--- src/rtl/uart_ext_pkg.sv ---
// Shared types and helpers for the extended UART core.
package uart_ext_pkg;

    localparam int MIN_DIV = 4;

    typedef enum logic [1:0] {
        PAR_NONE = 2'd0,
        PAR_EVEN = 2'd1,
        PAR_ODD  = 2'd2
    } par_e;

    typedef enum logic [2:0] {
        TX_IDLE, TX_START, TX_DATA, TX_PARITY, TX_STOP1, TX_STOP2
    } tx_state_e;

    typedef enum logic [2:0] {
        RX_IDLE, RX_START, RX_DATA, RX_PARITY, RX_STOP
    } rx_state_e;

    typedef struct packed {
        logic       ferr;
        logic       perr;
        logic [7:0] data;
    } rx_entry_t;

    // Mask covering the active data bits (5..8) for a cfg_dbits code.
    function automatic logic [7:0] dbits_mask(input logic [1:0] dbits);
        return 8'hFF >> (2'd3 - dbits);
    endfunction

    // Code 3 is an alias for no parity.
    function automatic par_e par_decode(input logic [1:0] p);
        return (p == 2'd3) ? PAR_NONE : par_e'(p);
    endfunction

endpackage

--- src/rtl/uart_ext_fifo.sv ---
// Synchronous FIFO with registered count/full/empty; head is read combinationally.
module uart_ext_fifo #(
    parameter int WIDTH = 8,
    parameter int DEPTH = 16
) (
    input  logic                     clk,
    input  logic                     resetn,
    input  logic                     push,
    input  logic [WIDTH-1:0]         din,
    input  logic                     pop,
    output logic [WIDTH-1:0]         dout,
    output logic                     full,
    output logic                     empty,
    output logic [$clog2(DEPTH):0]   count
);
    localparam int AW = $clog2(DEPTH);
    localparam logic [AW:0] ONE = (AW+1)'(1);

    logic [WIDTH-1:0] mem [DEPTH];
    logic [AW-1:0]    wptr, rptr;
    logic [AW:0]      cnt_d;
    logic             do_push, do_pop;

    assign do_push = push & ~full;
    assign do_pop  = pop & ~empty;
    assign dout    = mem[rptr];

    // Next fill level from accepted push/pop.
    always_comb begin
        cnt_d = count;
        if (do_push && !do_pop)
            cnt_d = count + ONE;
        else if (do_pop && !do_push)
            cnt_d = count - ONE;
    end

    // Pointers and registered status.
    always_ff @(posedge clk or negedge resetn) begin
        if (!resetn) begin
            wptr  <= '0;
            rptr  <= '0;
            count <= '0;
            full  <= 1'b0;
            empty <= 1'b1;
        end else begin
            if (do_push) wptr <= wptr + AW'(1);
            if (do_pop)  rptr <= rptr + AW'(1);
            count <= cnt_d;
            full  <= (cnt_d == (AW+1)'(DEPTH));
            empty <= (cnt_d == '0);
        end
    end

    // Storage array; contents need no reset.
    always_ff @(posedge clk) begin
        if (do_push) mem[wptr] <= din;
    end

endmodule

--- src/rtl/uart_ext_core.sv ---
// UART core: TX/RX engines with runtime framing config and a FIFO per direction.
module uart_ext_core
    import uart_ext_pkg::*;
#(
    parameter int FIFO_DEPTH = 16,
    parameter int DIV_W      = 16
) (
    input  logic                          clk,
    input  logic                          resetn,
    input  logic                          cfg_en,
    input  logic [1:0]                    cfg_dbits,
    input  logic [1:0]                    cfg_par,
    input  logic                          cfg_stop,
    input  logic [DIV_W-1:0]              cfg_div,
    input  logic [7:0]                    tx_data,
    input  logic                          tx_req,
    output logic                          tx_full,
    output logic                          tx_empty,
    output logic                          tx_busy,
    output logic [7:0]                    rx_data,
    output logic                          rx_perr,
    output logic                          rx_ferr,
    output logic                          rx_valid,
    input  logic                          rx_ack,
    output logic                          rx_ovr,
    input  logic                          err_clr,
    output logic [$clog2(FIFO_DEPTH):0]   tx_cnt,
    output logic [$clog2(FIFO_DEPTH):0]   rx_cnt,
    output logic                          uart_tx,
    input  logic                          uart_rx
);
    localparam logic [DIV_W-1:0] ONE = DIV_W'(1);

    logic [DIV_W-1:0] div_eff;
    assign div_eff = (cfg_div < DIV_W'(MIN_DIV)) ? DIV_W'(MIN_DIV) : cfg_div;

    // ---------------- TX ----------------
    tx_state_e        tx_state, tx_nxt;
    logic [DIV_W-1:0] tx_ctr, tx_ctr_d, tx_div_l;
    logic [2:0]       tx_idx, tx_idx_d;
    logic [7:0]       tx_sh, tx_sh_d, tx_head;
    logic             tx_pbit, tx_pbit_d, tx_line_d, tx_pop, tx_load, tx_tick;
    logic [1:0]       tx_dbits_l;
    par_e             tx_par_l;
    logic             tx_stop_l;

    uart_ext_fifo #(.WIDTH(8), .DEPTH(FIFO_DEPTH)) u_tx_fifo (
        .clk(clk), .resetn(resetn), .push(tx_req), .din(tx_data), .pop(tx_pop),
        .dout(tx_head), .full(tx_full), .empty(tx_empty), .count(tx_cnt)
    );

    assign tx_busy = (tx_state != TX_IDLE) || tx_pop;

    // TX next state; a finished stop bit chains straight into the next start bit.
    always_comb begin
        tx_nxt    = tx_state;
        tx_ctr_d  = tx_ctr + ONE;
        tx_idx_d  = tx_idx;
        tx_sh_d   = tx_sh;
        tx_pbit_d = tx_pbit;
        tx_load   = 1'b0;
        tx_pop    = 1'b0;
        tx_tick   = (tx_ctr == tx_div_l - ONE);
        case (tx_state)
            TX_IDLE: begin
                tx_ctr_d = '0;
                tx_load  = ~tx_empty;
            end
            TX_START: if (tx_tick) begin
                tx_nxt = TX_DATA; tx_ctr_d = '0; tx_idx_d = '0;
            end
            TX_DATA: if (tx_tick) begin
                tx_ctr_d = '0;
                tx_sh_d  = tx_sh >> 1;
                tx_idx_d = tx_idx + 3'd1;
                if (tx_idx == 3'(tx_dbits_l) + 3'd4)
                    tx_nxt = (tx_par_l != PAR_NONE) ? TX_PARITY : TX_STOP1;
            end
            TX_PARITY: if (tx_tick) begin
                tx_nxt = TX_STOP1; tx_ctr_d = '0;
            end
            TX_STOP1: if (tx_tick) begin
                tx_ctr_d = '0;
                if (tx_stop_l)      tx_nxt  = TX_STOP2;
                else if (!tx_empty) tx_load = 1'b1;
                else                tx_nxt  = TX_IDLE;
            end
            TX_STOP2: if (tx_tick) begin
                tx_ctr_d = '0;
                if (!tx_empty) tx_load = 1'b1;
                else           tx_nxt  = TX_IDLE;
            end
            default: tx_nxt = TX_IDLE;
        endcase
        if (!cfg_en) begin
            tx_nxt = TX_IDLE; tx_load = 1'b0; tx_ctr_d = '0;
        end
        if (tx_load) begin
            tx_pop    = 1'b1;
            tx_nxt    = TX_START;
            tx_ctr_d  = '0;
            tx_sh_d   = tx_head;
            tx_pbit_d = ^(tx_head & dbits_mask(cfg_dbits)) ^ (par_decode(cfg_par) == PAR_ODD);
        end
        case (tx_nxt)
            TX_START:  tx_line_d = 1'b0;
            TX_DATA:   tx_line_d = tx_sh_d[0];
            TX_PARITY: tx_line_d = tx_pbit_d;
            default:   tx_line_d = 1'b1;
        endcase
    end

    // TX registers; the line is registered so it is glitch-free and resets high.
    always_ff @(posedge clk or negedge resetn) begin
        if (!resetn) begin
            tx_state   <= TX_IDLE;
            tx_ctr     <= '0;
            tx_idx     <= '0;
            tx_sh      <= '0;
            tx_pbit    <= 1'b0;
            tx_dbits_l <= 2'd3;
            tx_par_l   <= PAR_NONE;
            tx_stop_l  <= 1'b0;
            tx_div_l   <= DIV_W'(MIN_DIV);
            uart_tx    <= 1'b1;
        end else begin
            tx_state <= tx_nxt;
            tx_ctr   <= tx_ctr_d;
            tx_idx   <= tx_idx_d;
            tx_sh    <= tx_sh_d;
            tx_pbit  <= tx_pbit_d;
            uart_tx  <= tx_line_d;
            if (tx_load) begin
                tx_dbits_l <= cfg_dbits;
                tx_par_l   <= par_decode(cfg_par);
                tx_stop_l  <= cfg_stop;
                tx_div_l   <= div_eff;
            end
        end
    end

    // ---------------- RX ----------------
    rx_state_e        rx_state, rx_nxt;
    logic [DIV_W-1:0] rx_ctr, rx_ctr_d, rx_div_l;
    logic [2:0]       rx_idx, rx_idx_d;
    logic [7:0]       rx_sh, rx_sh_d;
    logic             rx_perr_q, rx_perr_d, rx_push, rx_start, rx_full, rx_empty;
    logic [1:0]       rx_sync;
    logic             rx_prev, rx_s;
    logic [1:0]       rx_dbits_l;
    par_e             rx_par_l;
    rx_entry_t        rx_in, rx_head;

    assign rx_s  = rx_sync[1];
    assign rx_in = '{ferr: ~rx_s, perr: rx_perr_q, data: rx_sh};

    uart_ext_fifo #(.WIDTH(10), .DEPTH(FIFO_DEPTH)) u_rx_fifo (
        .clk(clk), .resetn(resetn), .push(rx_push), .din(rx_in), .pop(rx_ack),
        .dout(rx_head), .full(rx_full), .empty(rx_empty), .count(rx_cnt)
    );

    assign rx_valid = ~rx_empty;
    assign rx_data  = rx_valid ? rx_head.data : 8'h00;
    assign rx_perr  = rx_valid & rx_head.perr;
    assign rx_ferr  = rx_valid & rx_head.ferr;

    // RX next state: mid-start recheck, then one sample per bit time.
    always_comb begin
        rx_nxt    = rx_state;
        rx_ctr_d  = rx_ctr + ONE;
        rx_idx_d  = rx_idx;
        rx_sh_d   = rx_sh;
        rx_perr_d = rx_perr_q;
        rx_push   = 1'b0;
        rx_start  = 1'b0;
        case (rx_state)
            RX_IDLE: begin
                rx_ctr_d = '0;
                if (rx_prev && !rx_s) begin
                    rx_start = 1'b1; rx_nxt = RX_START; rx_sh_d = '0; rx_perr_d = 1'b0;
                end
            end
            RX_START: if (rx_ctr == (rx_div_l >> 1) - ONE) begin
                rx_ctr_d = '0; rx_idx_d = '0;
                rx_nxt   = rx_s ? RX_IDLE : RX_DATA;
            end
            RX_DATA: if (rx_ctr == rx_div_l - ONE) begin
                rx_ctr_d        = '0;
                rx_sh_d[rx_idx] = rx_s;
                rx_idx_d        = rx_idx + 3'd1;
                if (rx_idx == 3'(rx_dbits_l) + 3'd4)
                    rx_nxt = (rx_par_l != PAR_NONE) ? RX_PARITY : RX_STOP;
            end
            RX_PARITY: if (rx_ctr == rx_div_l - ONE) begin
                rx_ctr_d  = '0;
                rx_perr_d = (^rx_sh ^ rx_s) != (rx_par_l == PAR_ODD);
                rx_nxt    = RX_STOP;
            end
            RX_STOP: if (rx_ctr == rx_div_l - ONE) begin
                rx_push = 1'b1; rx_nxt = RX_IDLE;
            end
            default: rx_nxt = RX_IDLE;
        endcase
        if (!cfg_en) begin
            rx_nxt = RX_IDLE; rx_push = 1'b0; rx_start = 1'b0; rx_ctr_d = '0;
        end
    end

    // RX registers, synchroniser and sticky overrun.
    always_ff @(posedge clk or negedge resetn) begin
        if (!resetn) begin
            rx_sync    <= 2'b11;
            rx_prev    <= 1'b1;
            rx_state   <= RX_IDLE;
            rx_ctr     <= '0;
            rx_idx     <= '0;
            rx_sh      <= '0;
            rx_perr_q  <= 1'b0;
            rx_dbits_l <= 2'd3;
            rx_par_l   <= PAR_NONE;
            rx_div_l   <= DIV_W'(MIN_DIV);
            rx_ovr     <= 1'b0;
        end else begin
            rx_sync   <= {rx_sync[0], uart_rx};
            rx_prev   <= rx_s;
            rx_state  <= rx_nxt;
            rx_ctr    <= rx_ctr_d;
            rx_idx    <= rx_idx_d;
            rx_sh     <= rx_sh_d;
            rx_perr_q <= rx_perr_d;
            if (rx_start) begin
                rx_dbits_l <= cfg_dbits;
                rx_par_l   <= par_decode(cfg_par);
                rx_div_l   <= div_eff;
            end
            if (rx_push && rx_full) rx_ovr <= 1'b1;
            else if (err_clr)       rx_ovr <= 1'b0;
        end
    end

endmodule

--- config.mk ---
export PLATFORM = sky130hd
export DESIGN_NAME = uart_ext_core
export DESIGN_NICKNAME = d
export VERILOG_FILES = /design/src/rtl/uart_ext_pkg.sv /design/src/rtl/uart_ext_fifo.sv /design/src/rtl/uart_ext_core.sv
export SDC_FILE = /design/constraint.sdc
export NUM_CORES = 1
export LEC_CHECK = 0
export CAP_MARGIN = 20
export CORE_MARGIN = 1
export CORE_UTILIZATION = 55
export CTS_BUF_LIST = sky130_fd_sc_hd__clkbuf_8
export DETAILED_ROUTE_END_ITERATION = 12
export PLACE_DENSITY = 0.78
export SYNTH_ARGS = -nofsm -noshare
export SYNTH_HDL_FRONTEND = slang
export SYNTH_SLANG_ARGS = --single-unit
--- constraint.sdc ---
create_clock -name clk -period 4.7 [get_ports clk]
set_input_delay 0.94 -clock clk [delete_from_list [all_inputs] [get_ports clk]]
set_output_delay 0.94 -clock clk [all_outputs]
set_load 0.005 [all_outputs]
Word-level counts from Yosys, hierarchy flattened

Memories as Yosys holds them, arrays and structs flattened.
Cells that the tools add are included.

$add $sub $neg: 18
Order comparisons: 3
Equal/unequal tests: 35
Shifts and indexed selects: 1
Multiplexer cells: 76
Bitwise logic cells: 14
Reductions and logical operators: 37

Operator list:

| kind                                                | count |
|---|---|
| 2-to-1 mux 16 bit                                   | 7 |
| 2-to-1 mux 3 bit                                    | 23 |
| equality test 16 bit                                | 3 |
| 2-to-1 mux 8 bit                                    | 6 |
| case mux 16 bit (3 select lines)                    | 1 |
| adder 16 x 1 -> 16 bit, second input constant       | 2 |
| case mux 16 bit (2 select lines)                    | 1 |
| subtractor 16 x 1 -> 16 bit, second input constant  | 2 |
| 2-to-1 mux 1 bit                                    | 22 |
| 2-to-1 mux 5 bit                                    | 4 |
| equality test 3 x 2 -> 1 bit, second input constant | 6 |
| inequality test 3 bit, second input constant        | 6 |
| case mux 3 bit (6 select lines)                     | 1 |
| nonzero test 2 bit                                  | 9 |
| adder 4 x 1 -> 4 bit, second input constant         | 4 |
| < comparator 16 x 3 -> 1 bit, second input constant | 1 |
| case mux 8 bit (2 select lines)                     | 1 |
| parity 8 bit                                        | 2 |
| subtractor 15 x 1 -> 16 bit, second input constant  | 1 |
| case mux 3 bit (5 select lines)                     | 1 |
| inequality test 2 bit, second input constant        | 6 |
| case mux 3 bit (2 select lines)                     | 2 |
| AND reduction 3 bit                                 | 4 |
| adder 5 x 1 -> 5 bit, second input constant         | 2 |
| other kinds (32)                                    | 67 |

Bits in registers: 138
RAM bits: 288
Bits of input ports: 36
Output and inout bits: 26
Logic and storage cells: 218
Memories kept: 2

Memories:

| name          | depth | bits a word | read ports | clocked after memory_dff | wr ports | RTL line            | source |
|---|---|---|---|---|---|---|---|
| u_rx_fifo.mem | 16    | 10          | 1          | 0                        | 1        | uart_ext_fifo.sv:19 | `logic [WIDTH-1:0] mem [DEPTH];` |
| u_tx_fifo.mem | 16    | 8           | 1          | 0                        | 1        | uart_ext_fifo.sv:19 |  |

Depth between registers and ports, before layout

Depth in word-level cells: 11
Gate-level depth with buffers: 14
Gate-level depth less buffers: 11

Modules after synthesis

A second synthesis with hierarchy kept.

Cell total of the unflattened synthesis: 1403
Area, all modules: 19760.2 µm²

Modules (own cells, without submodules):

| module                     | times used | cells an instance | area an instance (µm²) | seq. area each (µm²) |
|---|---|---|---|---|
| uart_ext_fifo at u_rx_fifo | 1          | 344               | 7029.2                 | 5181.2 |
| uart_ext_core              | 1          | 764               | 6917.9                 | 2715.1 |
| uart_ext_fifo at u_tx_fifo | 1          | 295               | 5813.1                 | 4220.3 |

Worst setup path before layout

Ideal clock, no wire load.

Kind: register to register
Start: register rx_div_l[2]
End: memory u_rx_fifo.mem[3][0], enable pin
Setup time: 0.404 ns
Arrival: 3.559 ns
Data required time: 4.296 ns
Path slack: 0.737 ns
Cell stages (with the launch flop): 11
Path through: dfstp_2 > inv_1 > ha_1 > a21boi_1 > xnor2_1 > nor4_1 > o2111ai_1 > or4_1 > clkbuf_1 > clkbuf_1 > nor4_1

Word-level cells in the longest chain between the ends: 8

RTL lines:

| what                                   | RTL line             | source |
|---|---|---|
| start, declared                        | uart_ext_core.sv:144 | `logic [DIV_W-1:0] rx_ctr, rx_ctr_d, rx_div_l;` |
| start signal, assigned                 | uart_ext_core.sv:221 | `rx_div_l <= DIV_W'(MIN_DIV);` |
| start signal, assigned                 | uart_ext_core.sv:234 | `rx_div_l <= div_eff;` |
| subtractor 16 x 1 -> 16 bit            | uart_ext_core.sv:199 | `RX_STOP: if (rx_ctr == rx_div_l - ONE) begin` |
| equality test 16 bit                   | uart_ext_core.sv:199 |  |
| 2-to-1 mux 1 bit                       | uart_ext_core.sv:199 |  |
| 2-to-1 mux 1 bit                       | uart_ext_core.sv:176 | `case (rx_state)` |
| 2-to-1 mux 1 bit                       | uart_ext_core.sv:204 | `if (!cfg_en) begin` |
| AND 1 bit                              | uart_ext_fifo.sv:24  | `assign do_push = push & ~full;` |
| 2-to-1 mux 1 bit                       | uart_ext_fifo.sv:56  | `if (do_push) mem[wptr] <= din;` |
| 2-to-1 mux 1 bit (not written as such) | uart_ext_fifo.sv:56  |  |
| end, declared                          | uart_ext_fifo.sv:19  |  |

No other way between the ends.

Worst setup path after layout

Start: register u_rx_fifo.rptr[0]
End: output port rx_data[7]

Word-level cells in the longest chain between the ends: 2

RTL lines:

| what                   | RTL line             | source |
|---|---|---|
| start, declared        | uart_ext_fifo.sv:20  | `logic [AW-1:0] wptr, rptr;` |
| start signal, assigned | uart_ext_fifo.sv:47  | `if (do_pop) rptr <= rptr + AW'(1);` |
| memory (16 x 10 bit)   | n/a                  |  |
| 2-to-1 mux 8 bit       | uart_ext_core.sv:163 | `assign rx_data = rx_valid ? rx_head.data : 8'h00;` |
| end, declared          | uart_ext_core.sv:20  | `output logic [7:0] rx_data,` |

No other way between the ends.

==> summary.txt <==
Synth
  – Main synth FF type: edfxtp_1
  – Distinct cell type count of the synthesized netlist: 76
  – Synth async-reset ratio: roughly a third
  – Mapped cell area: between 15000 and 20000 µm²
  – Post-Synthesis Cells: about 1400
  – Synth Net Count: 1495
  – Synthesized area per cell: 13.7 µm²
  – Number of enable flip-flop cells after synthesis: 288
  – Yosys reg bits: between 400 and 500
  – Sequential fraction of the synthesis area: a little over 60%
  – Ys Warns: 0

Timing
  – Final setup margin: roughly 0.35 ns
  – Slew @ Worst Pin: approximately 0.92 ns
  – Hold WS: 0.349 ns
  – Setup TNS Final: 0 ns
  – Max_slew headroom: roughly two fifths
  – Fmax: about 0.23 GHz
  – Max Clock Skew: about 0.032 ns
  – Final period util: between 90% and 100%
  – Slew Viols, Final: 0
  – Endpoints failing setup: 0
  – Final Hold Viols: 0
  – RSZ-0062 raised after global routing: no
  – Final worst path period need: around 4.4 ns

Detailed routing
  – Antenna viol nets, final: 0
  – DRC: 0
  – Wirelength per Cell: between 15 and 20 µm
  – Via count: 12000
  – Met2 routed WL: just under 20000 µm
  – Vias per cell: between 5 and 6
  – Final wirelength: roughly 40000 µm
  – Metal3 WL: between 2000 and 3000 µm
  – Met1 WL: ~17000 µm
  – Uppermost layer routed: met4
  – 1st-iter DRT viols: between 900 and 1000
  – DR pass1 iterations: 5

Final layout
  – Final non-filler cell total: around 2000
  – Area growth, synth to finish: 12.7%
  – Final cell area excluding filler cells: around 22000 µm²
  – Final net count: 1578
  – Post-layout util: a little under two thirds
  – Ratio of cells with drive above 1 in the final layout: between 10% and 20%
  – N_diodes: 0

Clocking
  – TritonCTS buffer count: between 60 and 70
  – Clock Sinks: 426
  – Clock-pin slew on the worst setup and hold paths: 0.06 ns
  – CTS Root Cell: clkbuf_8
  – Post_cts resized: 0
  – Post-CTS Hold Fix Bufs: 0
  – Clock Latency Late Sink: approximately 0.6 ns
  – Post-CTS Setup Bufs: 0
  – Clock Tree Buf Depth: 3
  – CTS tree: done
  – H-tree depth: 3

GRT
  – Initial antenna violation count: 0
  – Total GRT Usage: 23.2%
  – Vias in the first global route: 11800
  – Largest net degree at the start of global routing: a little under 80
  – Grt total ovfl: 0
  – First-pass GRT wire length: between 60000 and 70000 µm

Floorplanning
  – Die height: between 150 and 200 µm
  – Die Span X: ~190 µm
  – Starting Density: between 50% and 60%
  – Num ports: 62
  – Rows: 68
  – Full die area: 36400 µm²
  – Floorplan Core Area: 34800 µm²

Worst setup path
  – CP Max Fanout: 18
  – Critical path type: flop to output port
  – Setup crit end kind: output port
  – CP Data Arrival Time: 3.41 ns
  – Startpoint types: flop
  – Req. time, crit path: about 3.8 ns

Place
  – RePlAce Congestion: 0.935
  – Post-DP HPWL: ~27000 µm
  – Cell Area, Placed: just over 20000 µm²
  – PortBufs: ~60
  – Cells after DPL: 1904
  – Worst slack, placed: around 0.8 ns

Job
  – Max capacitance violation total: 0

Power and ir drop
  – VDD IR max: between 0.3 and 0.4 mV
  – P per Cell Area: between 500 and 600 nW/µm²
  – Design Power: ~11 mW
  – Leak: 8.30 nW

Min path
  – Worst min path class: input pin to async pin

Status
  – Status: completed
==> registers in the layout, indices dropped and copies added, names as in the netlist, 3 cells and up <==
signal,count
u_rx_fifo.wptr,4
u_tx_fifo.wptr,4
rx_sh,8
rx_idx,3
tx_sh,8
u_rx_fifo.count,5
rx_div_l,16
tx_idx,3
rx_ctr,16
tx_ctr,16
u_tx_fifo.count,5
tx_state,3
u_tx_fifo.mem,128
tx_div_l,16
u_tx_fifo.rptr,4
rx_state,3
u_rx_fifo.rptr,4
u_rx_fifo.mem,160
==> routing by layer <==
metal | GRT usage, % | vias up
li1 | - | 5550
met1 | 31.7 | 5972
met4 | 7.85 | 0
met5 | 0 | -
met3 | 4.47 | 74
met2 | 37.3 | 389
==> kinds of logic (layout without fill, tap and decap cells) <==
kind of cell | count (synthesis) | in the layout | synth area share [%]
AOI/OAI and AO/OA | 170 | 170 | 5.92
and+or+nand+nor | 439 | 439 | 11.4
xor gates and xnor gates | 131 | 131 | 5.99
muxes | 133 | 133 | 11.1
DFF | 426 | 426 | 61.8
adders and majority gates | 22 | 22 | 1.40
buffers and inverters | 116 | 251 | 2.45
==> cell type report <==
| type | instances | area [µm²] |
|---|---|---|
| sequential | 426 | 12100 |
| inverter | 38 | 143 |
| multi-input combinational | 895 | 7080 |
| clock buffer | 77 | 1060 |
| fill | 2541 | 12700 |
| clock inverter | 46 | 302 |
| timing repair buffer | 90 | 842 |
| tap | 455 | 569 |
==> path summary, 6_finish.rpt <==
kind	start	endpoint	slack [ns]	depth (start not counted)
hold reg to reg	rx_sync[0]	rx_sync[1]	0.35	0
setup / recovery	u_rx_fifo.rptr[0]	rx_data[7]	0.35	5
setup reg to reg	rx_div_l[2]	rx_sh[5]	0.88	11
min in group clk	rx_sync[0]	rx_sync[1]	0.35	0
max in group asynchronous	resetn	u_tx_fifo.empty	3.38	2
hold / removal	resetn	tx_ctr[1]	0.35	1
==> where the power goes <==
group	internal (mW)	switching, mW
Clock	1.73	1.42
Combinational	1.57	1.63
Sequential	4.42	0.601
==> worst max-delay path: stages (launching register included) <==
cell,delay (ns)
dfrtp_2,0.72
buf_4,0.41
mux4_2,0.60
mux4_2,0.48
and2_1,0.17
clkdlybuf4s50_1,0.43
==> synth_stat cells (5+ instances only) <==
master,n,area share (%)
mux2_2,20,1.1
nor4_4,5,0.54
xnor2_1,80,3.6
mux2i_1,47,2.4
nand4_1,16,0.51
nor4_1,27,0.86
ha_1,22,1.4
nand3_1,39,0.99
nor2_1,109,2.1
dfstp_2,12,1.6
clkbuf_1,50,0.96
dfrtp_1,126,16
a21o_1,6,0.23
mux4_2,66,7.6
o31ai_1,5,0.19
edfxtp_1,288,44
buf_1,11,0.21
a21oi_1,33,0.84
xor2_1,49,2.2
a221oi_1,16,0.71
and2_1,18,0.57
a31oi_1,9,0.29
a22oi_1,10,0.38
and3_1,13,0.41
or4_1,7,0.27
nand2b_1,12,0.38
inv_1,37,0.71
or3_1,10,0.32
o211ai_1,5,0.19
nor3_1,20,0.51
o21ai_0,44,1.1
nor2b_1,15,0.48
nand2_1,125,2.4
buf_2,13,0.33
o41ai_1,6,0.27
==> layout by cell type, fill, tap and decap left out, types with 22 or more instances in the layout <==
cell / count
clkbuf_8: 77
edfxtp_1: 288
o21ai_0: 44
xnor2_1: 80
xor2_1: 49
nand3_1: 39
mux2i_1: 47
mux4_2: 66
a21oi_1: 32
clkdlybuf4s50_1: 60
ha_1: 22
dfrtp_1: 124
nand2_1: 125
nor2_1: 109
inv_1: 61
buf_4: 28
(Power assumes the default switching activity.)
